===== src/rtl/result_bcd_display_pkg.sv =====
// Shared types and constants for the result BCD display: converter states,
// digit count, active-low segment patterns and the double-dabble adjust step.
package result_bcd_display_pkg;

   typedef enum logic {
      ST_IDLE  = 1'b0,
      ST_SHIFT = 1'b1
   } conv_state_e;

   localparam int NUM_DIGITS = 5;

   // Segment order {g,f,e,d,c,b,a}, a segment is lit when its bit is 0.
   localparam logic [6:0] SEG_0     = 7'b1000000;
   localparam logic [6:0] SEG_1     = 7'b1111001;
   localparam logic [6:0] SEG_2     = 7'b0100100;
   localparam logic [6:0] SEG_3     = 7'b0110000;
   localparam logic [6:0] SEG_4     = 7'b0011001;
   localparam logic [6:0] SEG_5     = 7'b0010010;
   localparam logic [6:0] SEG_6     = 7'b0000010;
   localparam logic [6:0] SEG_7     = 7'b1111000;
   localparam logic [6:0] SEG_8     = 7'b0000000;
   localparam logic [6:0] SEG_9     = 7'b0010000;
   localparam logic [6:0] SEG_BLANK = 7'b1111111;
   localparam logic [6:0] SEG_DASH  = 7'b0111111;

   // Add 3 to every nibble that is 5 or more, ahead of the next left shift.
   function automatic logic [19:0] bcd_add3(input logic [19:0] v);
      logic [19:0] r;
      r = v;
      for (int i = 0; i < NUM_DIGITS; i++) begin
         if (v[i*4 +: 4] >= 4'd5) begin
            r[i*4 +: 4] = v[i*4 +: 4] + 4'd3;
         end
      end
      return r;
   endfunction

endpackage


===== src/rtl/result_bcd_display_bcd_digit_to_seg.sv =====
// Decodes one BCD digit to active-low segments; dash overrides blank,
// and blank overrides the digit value.
module bcd_digit_to_seg
   import result_bcd_display_pkg::*;
(
   input  logic [3:0] digit_i,
   input  logic       blank_i,
   input  logic       dash_i,
   output logic [6:0] seg_o
);

   always_comb begin
      seg_o = SEG_BLANK;
      if (dash_i) begin
         seg_o = SEG_DASH;
      end else if (!blank_i) begin
         case (digit_i)
            4'd0:    seg_o = SEG_0;
            4'd1:    seg_o = SEG_1;
            4'd2:    seg_o = SEG_2;
            4'd3:    seg_o = SEG_3;
            4'd4:    seg_o = SEG_4;
            4'd5:    seg_o = SEG_5;
            4'd6:    seg_o = SEG_6;
            4'd7:    seg_o = SEG_7;
            4'd8:    seg_o = SEG_8;
            4'd9:    seg_o = SEG_9;
            default: seg_o = SEG_BLANK;
         endcase
      end
   end

endmodule


===== src/rtl/result_bcd_display.sv =====
// Converts a 16-bit ALU result to five BCD digits with an iterative
// double-dabble and scans them onto a multiplexed 7-segment display.
module result_bcd_display
   import result_bcd_display_pkg::*;
#(
   parameter int SCAN_DIV = 50000
) (
   input  logic        clk,
   input  logic        rst,
   input  logic        in_valid,
   input  logic [15:0] in_data,
   input  logic        in_flag,
   output logic        in_ready,
   output logic [19:0] bcd_out,
   output logic        bcd_valid,
   output logic        flag_latched,
   output logic [6:0]  seg,
   output logic [4:0]  an
);

   localparam logic [15:0] PRESC_MAX  = 16'(SCAN_DIV - 1);
   localparam logic [2:0]  LAST_DIGIT = 3'(NUM_DIGITS - 1);

   conv_state_e state_q, state_d;
   logic [15:0] bin_q;
   logic [19:0] work_q;
   logic [3:0]  cnt_q;
   logic        flag_cap_q;
   logic [19:0] bcd_out_q;
   logic        flag_q;
   logic        valid_q;
   logic [15:0] presc_q;
   logic [2:0]  digit_q;

   logic        transfer;
   logic [19:0] adj;
   logic [35:0] dabble;

   assign transfer = in_valid && in_ready;
   assign adj      = bcd_add3(work_q);
   assign dabble   = {adj[18:0], bin_q, 1'b0};

   always_ff @(posedge clk) begin
      if (rst) begin
         state_q <= ST_IDLE;
      end else begin
         state_q <= state_d;
      end
   end

   always_comb begin
      state_d = state_q;
      case (state_q)
         ST_IDLE:  if (transfer) state_d = ST_SHIFT;
         ST_SHIFT: if (cnt_q == 4'd15) state_d = ST_IDLE;
         default:  state_d = ST_IDLE;
      endcase
   end

   always_comb begin
      in_ready = (state_q == ST_IDLE);
   end

   // Displayed result only changes on the final shift, so an abandoned
   // or in-flight conversion never disturbs bcd_out.
   always_ff @(posedge clk) begin
      if (rst) begin
         bin_q      <= '0;
         work_q     <= '0;
         cnt_q      <= '0;
         flag_cap_q <= 1'b0;
         bcd_out_q  <= '0;
         flag_q     <= 1'b0;
         valid_q    <= 1'b0;
      end else begin
         valid_q <= 1'b0;
         if (transfer) begin
            bin_q      <= in_data;
            flag_cap_q <= in_flag;
            work_q     <= '0;
            cnt_q      <= '0;
         end else if (state_q == ST_SHIFT) begin
            work_q <= dabble[35:16];
            bin_q  <= dabble[15:0];
            cnt_q  <= cnt_q + 4'd1;
            if (cnt_q == 4'd15) begin
               bcd_out_q <= dabble[35:16];
               flag_q    <= flag_cap_q;
               valid_q   <= 1'b1;
            end
         end
      end
   end

   assign bcd_out      = bcd_out_q;
   assign bcd_valid    = valid_q;
   assign flag_latched = flag_q;

   always_ff @(posedge clk) begin
      if (rst) begin
         presc_q <= '0;
         digit_q <= '0;
      end else if (presc_q == PRESC_MAX) begin
         presc_q <= '0;
         digit_q <= (digit_q == LAST_DIGIT) ? 3'd0 : digit_q + 3'd1;
      end else begin
         presc_q <= presc_q + 16'd1;
      end
   end

   assign an = ~(5'b00001 << digit_q);

   logic [3:0] nib [NUM_DIGITS];
   genvar gi;
   generate
      for (gi = 0; gi < NUM_DIGITS; gi++) begin : g_nib
         assign nib[gi] = bcd_out_q[gi*4 +: 4];
      end
   endgenerate

   // blank_vec[i] is set when digit i and every digit above it are zero.
   logic [4:0] blank_vec;
   logic       all_zero;
   always_comb begin
      blank_vec = '0;
      all_zero  = 1'b1;
      for (int i = NUM_DIGITS - 1; i >= 1; i--) begin
         all_zero     = all_zero && (nib[i] == 4'd0);
         blank_vec[i] = all_zero;
      end
   end

   logic [3:0] cur_nib;
   logic       cur_blank;
   always_comb begin
      cur_nib   = nib[0];
      cur_blank = 1'b0;
      case (digit_q)
         3'd1:    begin cur_nib = nib[1]; cur_blank = blank_vec[1]; end
         3'd2:    begin cur_nib = nib[2]; cur_blank = blank_vec[2]; end
         3'd3:    begin cur_nib = nib[3]; cur_blank = blank_vec[3]; end
         3'd4:    begin cur_nib = nib[4]; cur_blank = blank_vec[4]; end
         default: begin cur_nib = nib[0]; cur_blank = 1'b0; end
      endcase
   end

   bcd_digit_to_seg u_seg (
      .digit_i (cur_nib),
      .blank_i (cur_blank),
      .dash_i  (flag_q),
      .seg_o   (seg)
   );

endmodule


===== config.mk =====
export PLATFORM = sky130hd
export DESIGN_NAME = result_bcd_display
export DESIGN_NICKNAME = d
export VERILOG_FILES = /design/src/rtl/result_bcd_display_pkg.sv /design/src/rtl/result_bcd_display_bcd_digit_to_seg.sv /design/src/rtl/result_bcd_display.sv
export SDC_FILE = /design/constraint.sdc
export NUM_CORES = 1
export LEC_CHECK = 0
export CAP_MARGIN = 20
export CELL_PAD_IN_SITES_DETAIL_PLACEMENT = 1
export CELL_PAD_IN_SITES_GLOBAL_PLACEMENT = 1
export CORE_MARGIN = 10
export CORE_UTILIZATION = 35
export DETAILED_ROUTE_END_ITERATION = 16
export GPL_ROUTABILITY_DRIVEN = 0
export PLACE_DENSITY = 0.66
export REMOVE_ABC_BUFFERS = 1
export SLEW_MARGIN = 40
export SYNTH_ARGS = -nofsm -noshare
export SYNTH_HDL_FRONTEND = slang
export SYNTH_SLANG_ARGS = --single-unit
export TNS_END_PERCENT = 50

===== constraint.sdc =====
create_clock -name clk -period 5 [get_ports clk]
set_input_delay 0.75 -clock clk [delete_from_list [all_inputs] [get_ports clk]]
set_output_delay 0.75 -clock clk [all_outputs]
set_load 0.01 [all_outputs]

==> impl_metrics.csv, run 1 <==
group,metric,value,unit
cts,cts.repair_timing.setup_buffer_count,0,
final_layout,final_core_util,43.6,%
cts,cts-resized-gates,0,
worst_setup_path,crit_slowest_cell,"sky130_fd_sc_hd__dfxtp_1",
final_layout,insertedDiodeCount,0,
sta,setup-tns-final,0,ns
synthesis,yosys_warnings,0,
global_route,grt_first_pass_wirelength,18600,um
synthesis,synth_most_common_cell,"sky130_fd_sc_hd__nor2_1",
floorplan,die_w,130,um
flow_run,maxCapViolations,0,
global_route,grt-ovfl-total,0,
drt,detailroute.via_count,3652,
drt,first_iter_violations,155,
synthesis,mean_cell_area_of_the_mapped_netlist,8.40,sq um
synthesis,synth_sequential_area_ratio,39.3,%
synthesis,ys.flop_type,"sky130_fd_sc_hd__dfxtp_1",
sta,achievable-frequency,249,MHz
place,port_buffers,54,
sta,final_critical_delay_including_setup_and_external_delays,4.01,ns
sta,hold_violation_total_from_the_final_report,0,
sta,final_min_period_over_clock_period,80.3,%
worst_setup_path,cp_num_buf_inv,2,
synthesis,fraction_of_synthesized_cell_area_taken_by_the_top_area_cell_type,39.3,%
drt,ant_nets,0,
worst_setup_path,worst-path-max-fanout,12,
drt,drc_viols,0,
synthesis,synthesis.instances,504,
floorplan,die-area,16900,sq um
drt,detailedRoute.firstPassIterationCount,4,
run_status,outcome,"finished clean",
drt,dr.max_layer_used,"met4",
synthesis,yosys.area.top_type,"sky130_fd_sc_hd__dfxtp_1",
final_layout,area_delta_synth_final,22.9,%
sta,skew,0.00533,ns
cts,clock-root-buffer,"sky130_fd_sc_hd__clkbuf_16",
final_layout,final_layout_size_suffix_gt1_share,7.05,%
sta,headroom_to_the_max_slew_limit,50.4,%
floorplan,initial_core_util,35.5,%
cts,clock_path_buffers,2,
drt,drt-vias-per-instance,5.22,
worst_setup_path,timing.critical_path.arrival,3.26,ns
worst_setup_path,critical_path.startpoint_type,"register",
worst_setup_path,critPathCaptureType,"primary output",
worst_setup_path,timing.reg2reg.setup_slack,2.80,ns
floorplan,core,11900,sq um
synthesis,synth-edff-count,0,
cts,clock_latency,0.34,ns
drt,avgRoutedWirePerCell,16.0,um
pwr,leakagePower,1.94,nW
sta,setup_viol_count_final,0,
synthesis,yosys.cell_types.count,51,
worst_setup_path,critical_path_required,4.25,ns
final_layout,nNetsFinal,590,
worst_setup_path,critical_path.top_delay_family,"buffers and inverters",
synthesis,synth_area_leaders,"sky130_fd_sc_hd__dfxtp_1, sky130_fd_sc_hd__mux2i_1, sky130_fd_sc_hd__nor2_1",
synthesis,syn-cell-area,4230,sq um
drt,m1WireLength,4990,um
cts,cts_bufs_inserted,9,
worst_setup_path,max_stage_delay,0.59,ns
global_route,grt_max_degree,65,
worst_setup_path,criticalPathCategory,"register to primary output",
pwr,power.ir.vdd_worst,126,uV
sta,grt_setup_unrepaired,"false",
floorplan,floorplan.io_pins,55,
global_route,via_count_of_the_first_global_routing_pass,3803,
cts,tritoncts,"built",
place,detailedPlacementHpwl,8260,um
cts,cts_max_level,3,
drt,dr_wl_met2,5410,um
drt,drt_total_wl,11200,um
sta,final_max_slew_viol_count,0,
pwr,powerDensity,289,nW/um^2
synthesis,ys_async_rst_share,0,%
floorplan,vertical_die_dimension,130,um
synthesis,yosys_register_bits,83,
global_route,antenna_found_initial,0,
drt,routed-wl-met3,539,um
floorplan,number_of_placement_rows,40,
cts,clock_sink_count,83,
global_route,grt_use_total,13.8,%
synthesis,synth.top_cells.by_count,"sky130_fd_sc_hd__nor2_1, sky130_fd_sc_hd__dfxtp_1, sky130_fd_sc_hd__a21oi_1, sky130_fd_sc_hd__nand2_1, sky130_fd_sc_hd__mux2i_1",
cts,hold_buf_count_cts,0,
cts,clk_pin_slew_worst_paths,0.06,ns
min_path,hp-class,"register to register",
worst_setup_path,path_cells,"inv_1 -> ha_1 -> a222oi_1 -> o211ai_2 -> nor4b_2 -> nand4b_1 -> clkdlybuf4s50_1",
sta,worst_pin_slew,0.737,ns
-- worst min-delay path, stage by stage, from the launching register on --
cell                      delay (ns)
sky130_fd_sc_hd__dfxtp_1        0.32
sky130_fd_sc_hd__nand2_1        0.06
sky130_fd_sc_hd__a21oi_1        0.05
-- final timing paths --
check                           cells past startpoint    endpoint       start
worst max register to register                      6  digit_q[0]  presc_q[0]
worst max-delay path                                7      seg[0]  digit_q[2]
worst min-delay path                                2  bcd_out[0]   bin_q[15]
worst min register to register                      2  bcd_out[0]   bin_q[15]
-- registers in the layout, indices dropped and copies added (netlist names) --
| register | flops |
|---|---|
| state_q | 1 |
| presc_q | 16 |
| flag_cap_q | 1 |
| flag_latched | 1 |
| cnt_q | 4 |
| bcd_out | 20 |
| bin_q | 16 |
| digit_q | 3 |
| bcd_valid | 1 |
| work_q | 20 |
-- metal layers --
metal | up-vias | track usage, %
met1 | 1741 | 16.3
met2 | 68 | 23.3
li1 | 1826 | -
met5 | - | 0
met4 | 0 | 5.89
met3 | 17 | 3.45
-- power breakdown --
part | switching [mW] | internal, mW | leakage, nW
logic | 0.0539 | 0.0442 | 1.12
registers | 0.0106 | 0.676 | 0.673
clock network | 0.258 | 0.459 | 0.155
-- per-stage QoR --
step	total power, mW	cell area, sq um	instances	setup WS, ns	hold slack, ns
floorplan	0.757	4120	480	2.03	0.425
CTS	1.52	5200	700	0.994	0.474
detailed placement	0.801	4880	686	1.35	0.460
finish	1.50	5200	700	0.985	0.470
global route	1.57	5200	700	0.791	0.482
global placement	0.796	4880	686	1.51	0.450
-- final cells by class --
cell class / count / area, sq um
fill: 1411 / 6710
clock inverter: 2 / 60.1
timing repair buffer: 59 / 578
tap: 147 / 184
multi-input combinational: 374 / 2370
clock buffer: 12 / 256
sequential: 83 / 1660
inverter: 23 / 86.3
-- kinds of logic (layout without fill, tap and decap cells) --
group	count (synthesis)	count (layout)	synth area share (%)
buffers and inverters	47	96	4.70
multiplexers	36	36	8.55
AO/OA/AOI/OAI	94	94	14.2
XOR/XNOR	22	22	4.55
flip-flops	83	83	39.3
AND/OR/NAND/NOR	202	202	22.8
adder cells (fa/ha/maj)	20	20	5.91
-- layout by cell type (no fill, tap or decap), drive strengths merged, types with 3 or more instances in the layout --
cell,synthesis,routed
nor3b,4,4
nand4,3,3
clkdlybuf4s50,0,54
mux2i,35,35
ha,20,20
xor2,10,10
nand3,19,19
nor3,8,8
nor2b,3,3
buf,13,5
a21oi,48,48
nor4,7,7
a211oi,15,15
o21ai,14,14
clkbuf,11,12
o22ai,3,3
inv,23,23
nor2,89,89
dfxtp,83,83
xnor2,12,12
o211ai,4,4
nand2,47,47
nand2b,9,9
(Power assumes the default switching activity.)
==> run 2, diff against run 1 <==
clock period = 3.7 ns   (was 5 ns; I/O delays follow)
==> impl_metrics.csv, run 2 (synthesized netlist as in run 1, its figures left out) <==
group,metric,value,unit
worst_setup_path,path_cells,"inv_1 -> ha_2 -> or4_4 -> nand2_2 -> o211ai_2 -> inv_1 -> ha_1 -> nand2b_1 -> nand3_1 -> clkdlybuf4s50_1",
worst_setup_path,timing.rr.start,"presc_q[0]",
pwr,p_switching,429,uW
sta,hold_violation_total_from_the_final_report,0,
sta,final_min_period_over_clock_period,96.0,%
floorplan,number_of_placement_rows,40,
cts,clock_path_buffers,2,
flow_run,maxCapViolations,0,
sta,setup_viol_count_final,0,
sta,grt_setup_unrepaired,"true",
worst_setup_path,reg2reg_depth,6,
global_route,grt_max_degree,39,
cts,clock_latency,0.34,ns
sta,final_max_slew_viol_count,0,
cts,clock-root-buffer,"sky130_fd_sc_hd__clkbuf_16",
worst_setup_path,timing.critical_path.arrival,3.00,ns
worst_setup_path,critical_path.startpoint_type,"register",
worst_setup_path,critical_path_required,3.14,ns
cts,clk_pin_slew_worst_paths,0.06,ns
drt,first_iter_violations,114,
global_route,antenna_found_initial,0,
min_path,hp-class,"register to register",
place,post-place-cells,689,
global_route,grt_use_total,13.7,%
worst_setup_path,worst-path-max-fanout,5,
floorplan,initial_core_util,35.5,%
pwr,pwr-share-clk,43.2,%
worst_setup_path,max_stage_delay,0.54,ns
worst_setup_path,crit_slowest_cell,"sky130_fd_sc_hd__clkdlybuf4s50_1",
worst_setup_path,crit_top_cell,"sky130_fd_sc_hd__inv_1",
min_path,hp-start,"flag_cap_q",
min_path,min_path_cells,2,
floorplan,floorplan.io_pins,55,
global_route,grt_first_pass_wirelength,18900,um
sta,achievable-frequency,281,MHz
pwr,powerDensity,358,nW/um^2
sta,fin_worst_hold_slack,0.466,ns
drt,drc_viols,0,
sta,skew,0.00363,ns
worst_setup_path,criticalPathCategory,"register to primary output",
final_layout,commonest_non_fill_non_tap_cells_in_the_layout,"sky130_fd_sc_hd__nor2_1, sky130_fd_sc_hd__dfxtp_1, sky130_fd_sc_hd__clkdlybuf4s50_1, sky130_fd_sc_hd__nand2_1, sky130_fd_sc_hd__a21oi_1",
min_path,terminating_pin_of_the_worst_hold_path,"flag_latched",
sta,final_critical_delay_including_setup_and_external_delays,3.55,ns
cts,tritoncts,"built",
floorplan,die_w,130,um
place,port_buffers,54,
worst_setup_path,timing.reg2reg.setup_slack,1.55,ns
sta,worst_pin_slew,0.723,ns
sta,setup-tns-final,0,ns
pwr,power.share.switching,23.0,%
final_layout,insertedDiodeCount,0,
run_status,outcome,"finished clean",
drt,drt_total_wl,11200,um
drt,ant_nets,0,
pwr,design_power_total,1.87,mW
final_layout,area_delta_synth_final,23.3,%
drt,drt-vias-per-instance,5.20,
drt,avgRoutedWirePerCell,15.9,um
final_layout,mostFrequentLayoutCell,"sky130_fd_sc_hd__nor2_1",
final_layout,final_layout_size_suffix_gt1_share,8.93,%
sta,headroom_to_the_max_slew_limit,51.8,%
pwr,intPower,1.44,mW
drt,detailroute.via_count,3673,
final_layout,layout.cells.non_filler,707,
worst_setup_path,critPathCaptureType,"primary output",
worst_setup_path,rr_endpoint,"digit_q[2]",
global_route,via_count_of_the_first_global_routing_pass,3812,
final_layout,nNetsFinal,596,
cts,cts_max_level,3,
floorplan,core,11900,sq um
pwr,power.share.combinational,6.8,%
drt,detailedRoute.firstPassIterationCount,4,
pwr,leakagePower,1.98,nW
cts,clock_sink_count,83,
floorplan,die-area,16900,sq um
pwr,power.ir.vdd_worst,179,uV
global_route,grt-ovfl-total,0,
place,detailedPlacementHpwl,8410,um
pwr,p_seq_share,50.0,%
cts,cts_bufs_inserted,9,
floorplan,vertical_die_dimension,130,um
## run 2: worst max-delay path by stage
stage,startpoint,endpoint,slack [ns],cells after the start
2_1_floorplan,state_q,bcd_out[4],0.73,4
3_3_place_gp,digit_q[2],seg[1],0.40,9
3_5_place_dp,digit_q[2],seg[3],0.27,7
4_1_cts,digit_q[1],seg[5],0.04,9
5_1_grt,digit_q[1],seg[1],-0.02,10
6_report,digit_q[1],seg[1],0.15,10
## run 2: layer usage
| layer | part of all wire, % | up-vias | track usage, % |
|---|---|---|---|
| met2 | 48 | 62 | 23.3 |
| met1 | 46 | 1764 | 16.3 |
| met4 | 1.2 | 0 | 4.30 |
| met5 | 0 | - | 0 |
| met3 | 4.7 | 15 | 3.98 |
| li1 | - | 1832 | - |
## run 2: stage by stage
stage / util, % / instance area [sq um] / setup WS [ns]
global route: 43.8 / 5220 / -0.0211
global placement: 41.2 / 4900 / 0.397
detailed placement: 41.2 / 4900 / 0.270
CTS: 43.5 / 5180 / 0.0357
finish: 43.8 / 5220 / 0.146
floorplan: - / 4120 / 0.732
## run 2: area by class of cell
| cell class | instances | area [sq um] |
|---|---|---|
| fillers | 1411 | 6700 |
| clock inverters | 3 | 15.0 |
| clock buffers | 12 | 246 |
| repair buffers | 65 | 628 |
| well taps | 147 | 184 |
| flip-flops and latches | 83 | 1660 |
| multi-input cells | 374 | 2390 |
| inverters | 23 | 86.3 |
## run 2: critical path, delay by kind of cell (launching register included)
kind,cells,cell delay (ns)
compound gates,1,0.17
flops,1,0.37
fa+ha+maj,2,0.47
simple gates,4,0.91
buf+inv,3,0.75
## run 2: power by group through the flow
stage | clock network, mW | logic, mW | registers [mW]
after floorplan | 0 | 0.0691 | 0.954
after global placement | 0 | 0.123 | 0.954
after detailed placement | 0 | 0.129 | 0.954
after CTS | 0.835 | 0.130 | 0.935
after global routing | 0.879 | 0.144 | 0.937
final | 0.808 | 0.126 | 0.935
## run 2: what timing repair did
action / 4_1_cts / 5_1_grt
pin swaps: 0 / 2
hold buffers: 0 / 0
setup buffers: 0 / 3
gates cloned: 0 / 0
gates resized for setup: 2 / 6
setup endpoints to repair: 5 / 7
